==> src/rtl/note_tone_gen_if.sv <==
// Note/tone bus between the note-divider controller (master) and the tone generator (slave).
// The controller drives the requested period and volume; the generator returns the tone.
interface note_tone_gen_if;
    logic [19:0] note_div;
    logic [2:0]  volume;
    logic        square;
    logic [15:0] sample;
    logic        active;
    logic        note_load;

    modport master (
        output note_div, volume,
        input  square, sample, active, note_load
    );

    modport slave (
        input  note_div, volume,
        output square, sample, active, note_load
    );
endinterface

==> src/rtl/note_tone_gen.sv <==
// Square-wave tone generator: full period = note_div clocks, note changes only at half-period
// boundaries, with a volume-scaled signed 16-bit PCM sample alongside the 1-bit square.
module note_tone_gen #(
    parameter logic [15:0] AMP     = 16'h7FFF,
    parameter logic [19:0] MIN_DIV = 20'd2
) (
    input  logic           clk,
    input  logic           rst_n,
    note_tone_gen_if.slave bus
);

    typedef enum logic {IDLE, PLAY} state_t;

    state_t      state_q, state_d;
    logic [19:0] active_div_q, active_div_d;
    logic [18:0] cnt_q, cnt_d;
    logic        square_q, square_d;
    logic        active_q, active_d;
    logic        note_load_q, note_load_d;
    logic [15:0] sample_q, sample_d;

    logic [19:0] req;
    logic [18:0] half;
    logic        boundary;
    logic [15:0] mag;

    // Requests below MIN_DIV cannot form a tone, so they collapse to silence.
    assign req      = (bus.note_div >= MIN_DIV) ? bus.note_div : 20'd0;
    assign half     = active_div_q[19:1];
    assign boundary = (cnt_q == half - 19'd1);
    assign mag      = AMP >> bus.volume;

    always_ff @(posedge clk or negedge rst_n) begin
        if (!rst_n) begin
            state_q      <= IDLE;
            active_div_q <= 20'd0;
            cnt_q        <= 19'd0;
            square_q     <= 1'b0;
            active_q     <= 1'b0;
            note_load_q  <= 1'b0;
            sample_q     <= 16'd0;
        end else begin
            state_q      <= state_d;
            active_div_q <= active_div_d;
            cnt_q        <= cnt_d;
            square_q     <= square_d;
            active_q     <= active_d;
            note_load_q  <= note_load_d;
            sample_q     <= sample_d;
        end
    end

    // The period latch only happens at a half-period boundary so the speaker never sees a runt pulse.
    always_comb begin
        state_d      = state_q;
        active_div_d = active_div_q;
        cnt_d        = cnt_q;
        square_d     = square_q;
        active_d     = active_q;
        note_load_d  = 1'b0;

        case (state_q)
            IDLE: begin
                cnt_d    = 19'd0;
                square_d = 1'b0;
                active_d = 1'b0;
                if (req != 20'd0) begin
                    state_d      = PLAY;
                    active_div_d = req;
                    square_d     = 1'b1;
                    active_d     = 1'b1;
                    note_load_d  = 1'b1;
                end
            end
            PLAY: begin
                if (boundary) begin
                    cnt_d    = 19'd0;
                    square_d = ~square_q;
                    if (req != active_div_q) begin
                        active_div_d = req;
                        note_load_d  = 1'b1;
                        if (req == 20'd0) begin
                            state_d  = IDLE;
                            square_d = 1'b0;
                            active_d = 1'b0;
                        end
                    end
                end else begin
                    cnt_d = cnt_q + 19'd1;
                end
            end
            default: begin
                state_d      = IDLE;
                active_div_d = 20'd0;
                cnt_d        = 19'd0;
                square_d     = 1'b0;
                active_d     = 1'b0;
            end
        endcase
    end

    // The sample tracks the next-state tone so it lines up with the registered square.
    always_comb begin
        sample_d = 16'd0;
        if (active_d)
            sample_d = square_d ? mag : (16'd0 - mag);
    end

    assign bus.square    = square_q;
    assign bus.sample    = sample_q;
    assign bus.active    = active_q;
    assign bus.note_load = note_load_q;

endmodule

==> src/flat_wrapper.sv <==
// flat-port wrapper written by rule: the top's interface ports become plain ports
module note_tone_gen_flat 
#(
    parameter logic [15:0] AMP     = 16'h7FFF,
    parameter logic [19:0] MIN_DIV = 20'd2
)
  (clk, rst_n, bus_note_div, bus_volume, bus_square, bus_sample, bus_active, bus_note_load);
  note_tone_gen_if bus_i ();
  input  logic clk;
  input  logic rst_n;
  input wire logic [$bits(bus_i.note_div)-1:0] bus_note_div;
  input wire logic [$bits(bus_i.volume)-1:0] bus_volume;
  output wire logic [$bits(bus_i.square)-1:0] bus_square;
  output wire logic [$bits(bus_i.sample)-1:0] bus_sample;
  output wire logic [$bits(bus_i.active)-1:0] bus_active;
  output wire logic [$bits(bus_i.note_load)-1:0] bus_note_load;
  assign bus_i.note_div = bus_note_div;
  assign bus_i.volume = bus_volume;
  assign bus_square = bus_i.square;
  assign bus_sample = bus_i.sample;
  assign bus_active = bus_i.active;
  assign bus_note_load = bus_i.note_load;
  note_tone_gen #(.AMP(AMP), .MIN_DIV(MIN_DIV)) u_core (.clk(clk), .rst_n(rst_n), .bus(bus_i));
endmodule
==> config.mk <==
export PLATFORM = sky130hd
export DESIGN_NAME = note_tone_gen_flat
export DESIGN_NICKNAME = d
export VERILOG_FILES = /design/src/rtl/note_tone_gen_if.sv /design/src/rtl/note_tone_gen.sv /design/src/flat_wrapper.sv
export SDC_FILE = /design/constraint.sdc
export NUM_CORES = 1
export LEC_CHECK = 0
export CORE_ASPECT_RATIO = 0.7
export CORE_UTILIZATION = 40
export CTS_CLUSTER_DIAMETER = 40
export DETAILED_ROUTE_END_ITERATION = 6
export DONT_BUFFER_PORTS = 1
export PLACE_DENSITY = 0.61
export RECOVER_POWER = 100
export SETUP_SLACK_MARGIN = 0.1
export SYNTH_ARGS = -nofsm -noshare
export SYNTH_HDL_FRONTEND = slang
export SYNTH_SLANG_ARGS = --single-unit
export TNS_END_PERCENT = 30
==> constraint.sdc <==
create_clock -name clk -period 5.1 [get_ports clk]
set_input_delay 1.02 -clock clk [delete_from_list [all_inputs] [get_ports clk]]
set_output_delay 1.02 -clock clk [all_outputs]
set_load 0.01 [all_outputs]
Word-level counts from Yosys, hierarchy flattened
Cells that the tools add are included.
{ "totals": {"ff_bits": 59, "output_inout_bits": 19, "word_cells": 47} }
{ "classes": {"n_mux": 25, "eq_ne": 5, "n_bitwise": 2, "n_reduce_logical": 3, "magnitude_cmp": 1, "n_shift": 1, "n_addsub": 3} }
{ "op_table": {"columns": ["operator", "count"], "rows": [
  ["$mux W20", 4],
  ["$pmux W20 S2", 1],
  ["$pmux W19 S2", 1],
  ["$mux W16", 2],
  ["$ge A20 B2 Y1 const B", 1],
  ["$logic_not A20 Y1", 1],
  ["$ne A20 B20 Y1", 1],
  ["$reduce_bool A20 Y1", 1],
  ["$add A19 B1 Y19 const B", 1],
  ["$eq A19 B19 Y1", 1],
  ["$mux W19", 1],
  ["$sub A19 B1 Y19 const B", 1],
  ["$shr A15 B3 Y16 const A", 1],
  ["$sub A1 B16 Y16 const A", 1],
  ["$mux W1", 12],
  ["$pmux W1 S2", 4],
  ["$ne A2 B2 Y1 const B", 2],
  ["$reduce_and A3 Y1", 1],
  ["$ne A2 B1 Y1 const B", 1],
  ["$not A1 Y1", 2]
]} }

Logic depth before layout (Yosys ltp)
{ "logic_depth": {"word_depth": 9, "depth_mapped": 15, "depth_no_buf": 10} }

Worst setup path before layout
No wires, ideal clock.
{ "synth_timing": {"kind": "reg2reg", "startpoint": "register u_core.active_div_q[1]", "endpoint": "register u_core.sample_q[10] (netlist: u_core.bus.sample[10])", "path_slack_ns": 1.533, "n_path_buf": 4, "period_less_slack_ns": 3.567, "required_time_ns": 5.019, "t_arrival_ns": 3.486, "stages_incl_launch_ff": 15, "cell_sequence": "dfrtp_1 -> buf_6 -> inv_1 -> ha_1 -> or3b_1 -> clkbuf_1 -> or3_1 -> a21oi_1 -> o32ai_1 -> or4_1 -> buf_2 -> o31a_1 -> buf_6 -> or4_1 -> a21oi_1"} }
{ "synth_via": {"elab_chain_cells": 6, "word_cells_on_any_way": 11, "cone_classes": "1 x add/sub; 2 x eq/ne; 8 x mux"} }
{ "synth_lines": {"columns": ["element", "line", "text"], "rows": [
  ["from (decl)", "note_tone_gen.sv:15", "logic [19:0] active_div_q, active_div_d;"],
  ["from (signal assigned)", "note_tone_gen.sv:44", "active_div_q <= active_div_d;"],
  ["$sub A19 B1 Y19 or $ne A20 B20 Y1 (tied branches)", "note_tone_gen.sv:30, note_tone_gen.sv:79", null],
  ["$eq A19 B19 Y1 or $mux W1 (tied branches)", "note_tone_gen.sv:30, note_tone_gen.sv:79", null],
  ["$mux W1", "note_tone_gen.sv:76", "if (boundary) begin"],
  ["$pmux W1 S2", "note_tone_gen.sv:62", "case (state_q)"],
  ["$mux W16", "note_tone_gen.sv:106", "sample_d = square_d ? mag : (16'd0 - mag);"],
  ["$mux W16 *", "note_tone_gen.sv:105", "if (active_d)"],
  ["net u_core.sample_d[10]", "note_tone_gen.sv:20", "logic [15:0] sample_q, sample_d;"],
  ["to (signal assigned)", "note_tone_gen.sv:49", "sample_q <= sample_d;"],
  ["to (decl)", "note_tone_gen.sv:20", null]
]} }
The timed path passes the listed nets; every way through them passes the cells marked *.
A chain may end at the register's enable or synchronous reset.

Final worst setup path
{ "layout_timing": {"startpoint": "register u_core.active_div_q[1]", "endpoint": "register u_core.active_div_q[10]"} }
{ "layout_via": {"elab_chain_cells": 4, "word_cells_on_any_way": 6, "cone_classes": "1 x add/sub; 4 x eq/ne; 1 x reduce/logical"} }
{ "layout_lines": {"columns": ["element", "line", "text"], "rows": [
  ["$sub A19 B1 Y19", "note_tone_gen.sv:30", "assign boundary = (cnt_q == half - 19'd1);"],
  ["$eq A19 B19 Y1", "note_tone_gen.sv:30", null],
  ["$ne A2 B2 Y1 (no line)", null, null],
  ["$reduce_and A3 Y1 (no line) *", null, null]
]} }
Mark *: on every way between the ends. The rest lies on a longest branch, timed or not.

==> flow_summary.toml <==
[critical_path]
worstSetupStartpoint = "u_core.active_div_q[1]"
cp-endpoint = "u_core.active_div_q[10]"
start_kind = "flop"
crit_path_end_kind = "flop"
required_ns = 5.26
worstRegToRegCells = 11
r2r_setup_slack_ns = 0.87
crit_path_max_fanout = 21
critPathKind = "flop to flop"
r2r-end = "u_core.active_div_q[10]"
reg2reg_from = "u_core.active_div_q[1]"
critical_path_arrival_ns = 4.39

[routing]
drt_drc_violations_left = 5
drt_pass1_iterations = 7
ant_nets = 0
vias = 2538
routedWlPerCell_um = 17.18
totalWireLength_um = 7646
drt_iter0_drc = 130
via_per_inst = 5.703

[timing]
finClkSkew_ns = 0.005851
max_freq_mhz = 236.5
fin_crit_sh_pct = 82.90
finalCriticalPeriod_ns = 4.228
rsz0062_at_grt = "false"
worstMarginPinSlew_ns = 1.023
setup_tns_ns = 0
slew_headroom_pct = 31.80
slew_viol_final = 0
setup_viol_count_final = 0
final-hold-violation-count = 0

[placement]
place_hpwl_um = 5797
dp.cells = 438
gp_congestion = 0.8288
portBuffers = 0
dpl_cell_area_um2 = 3353

[synth]
synth_edf_count = 0
synth_area_um2 = 3401
synth-async-reset-ratio_pct = 100.0
postSynthNetCount = 394
synth_warnings = 0
synth-seq-cells = 52
ys.flop_type = "dfrtp_1"
ys_seq_area_share_pct = 38.26
synth_cells = 367
ys_types = 58
avgSynthCellArea_um2 = 9.266

[global_route]
overflow = 0
grt_max_degree = 53
grt_pass1_vias = 2394
antenna_found_initial = 0
track_usage_pct = 17.90
grt_pass1_wl_um = 12390

[clock_network]
cts_hold_buf = 0
post_cts_resized = 0
cts_root_buffer = "clkbuf_16"
clkLatencyLatePin_ns = 0.28
numCtsBuffers = 5
h-tree-depth = 2
post-cts-setup-buffers = 0
clock_sinks = 52
cts_tree = "built"
cts_max_path_buffers = 2
clk_pin_slew_ns = 0.06

[status]
status = "finished, violations left"
violations = "design-rule violations"

[final_layout]
area_delta_synth_final_pct = 3.937
drive_gt1_share_pct = 9.302
final_nets = 371
stdcell_count = 445
design_area_um2 = 3535
mostFrequentLayoutCells = "dfrtp_1 (52), xnor2_1 (37), nor2_1 (37), xor2_1 (19)"
diodes = 0
final_common_cell = "dfrtp_1"

[floorplanning]
die_h_um = 79.15
core-area_um2 = 8040
die_width_um = 112.2
rows = 27
die_area_um2 = 8880
start_util_pct = 42.30
pin_count = 44

[run]
cap_viol_max_count = 0

[power_and_ir_drop]
power_density_nw_per_um2 = 239.0
vdd_drop_max_uv = 106.9
p_leak_nw = 1.478
power_uw = 844.8

[min_path]
timing.hold.worst.class = "input pin to asynchronous set/reset pin"
-- Yosys cell counts, types with 10 or more instances --
cell       n  area share (%)
xnor2_1   37             9.5
a21oi_1   10             1.5
nor4_1    11             2.0
dfrtp_1   52              38
nor2_1    37             4.1
clkbuf_1  14             1.5
inv_1     17             1.9
nand2_1   14             1.5
nor3_1    17             2.5
xor2_1    19             4.9
nand3_1   15             2.2
mux2_2    13             4.3
-- area by class of cell --
| cell class | count | area, um2 |
|---|---|---|
| clock buffers | 5 | 125.1 |
| clock inverters | 2 | 60.06 |
| fillers | 784 | 4506 |
| inverters | 17 | 63.81 |
| multi-input cells | 267 | 1854 |
| flip-flops and latches | 52 | 1301 |
| well taps | 101 | 126.4 |
| repair buffers | 1 | 3.754 |
-- worst min-delay path by stage --
| stage | start | depth (start not counted) | slack (ns) | endpoint |
|---|---|---|---|---|
| after floorplan | u_core.cnt_q[0] | 1 | 0.49 | u_core.cnt_q[0] |
| after global placement | u_core.active_div_q[0] | 2 | 0.55 | u_core.active_div_q[0] |
| after detailed placement | u_core.cnt_q[0] | 1 | 0.55 | u_core.cnt_q[0] |
| after CTS | rst_n | 0 | 0.42 | u_core.cnt_q[3] |
| after global routing | rst_n | 0 | 0.42 | u_core.active_div_q[6] |
| final | rst_n | 0 | 0.43 | u_core.active_div_q[5] |
-- layer usage --
metal / vias up / global-route usage, % / part of all wire (%)
li1: 1253 / - / -
met1: 1211 / 28.46 / 53
met2: 72 / 24.78 / 40
met3: 2 / 3.282 / 6.5
met4: 0 / 3.200 / 0.25
met5: - / 0 / 0
-- power breakdown --
| group | internal (mW) | leakage, nW | switching, mW |
|---|---|---|---|
| sequential | 0.412 | 0.665 | 0.0000000504 |
| clock | 0.278 | 0.0899 | 0.141 |
| combinational | 0.00801 | 0.723 | 0.00524 |
-- registers in the layout (all words and copies together) (netlist names) --
name	count
u_core.bus.note_load	1
u_core.active_div_q	20
u_core.cnt_q	19
u_core.bus.sample	10
u_core.bus.square	1
u_core.state_q	1
-- metrics by stage --
stage / util, % / setup WS [ns] / hold WS, ns
5_1_grt: 43.96 / 0.5874 / 0.4160
3_3_place_gp: 41.71 / 1.358 / 0.5497
4_1_cts: 44.01 / 1.245 / 0.4170
2_1_floorplan: - / 1.533 / 0.4880
3_5_place_dp: 41.71 / 1.257 / 0.5506
6_report: 43.96 / 0.8720 / 0.4302
-- cells by family (layout without fill, tap and decap cells) --
group,after synthesis,after routing,share of synthesized area (%)
AOI/OAI and AO/OA,52,52,11.08
xor gates and xnor gates,56,56,14.42
adders and majority gates,2,2,0.7357
buffers and inverters,48,25,7.211
DFF,52,52,38.26
muxes,13,13,4.305
and+or+nand+nor,144,144,23.99
-- worst max-delay path, stage by stage, from the launching register on --
cell and delay, ns:
dfrtp_1 0.48, inv_1 0.10, ha_1 0.26, or3b_1 0.50, nor3_1 0.23, nor4b_1 0.35, o32ai_1 0.16, nor4_1 0.41
a41oi_1 0.27, nor2_1 0.16, clkbuf_1 0.77, mux2_2 0.42
No activity file was read; power rests on OpenSTA's default activity.
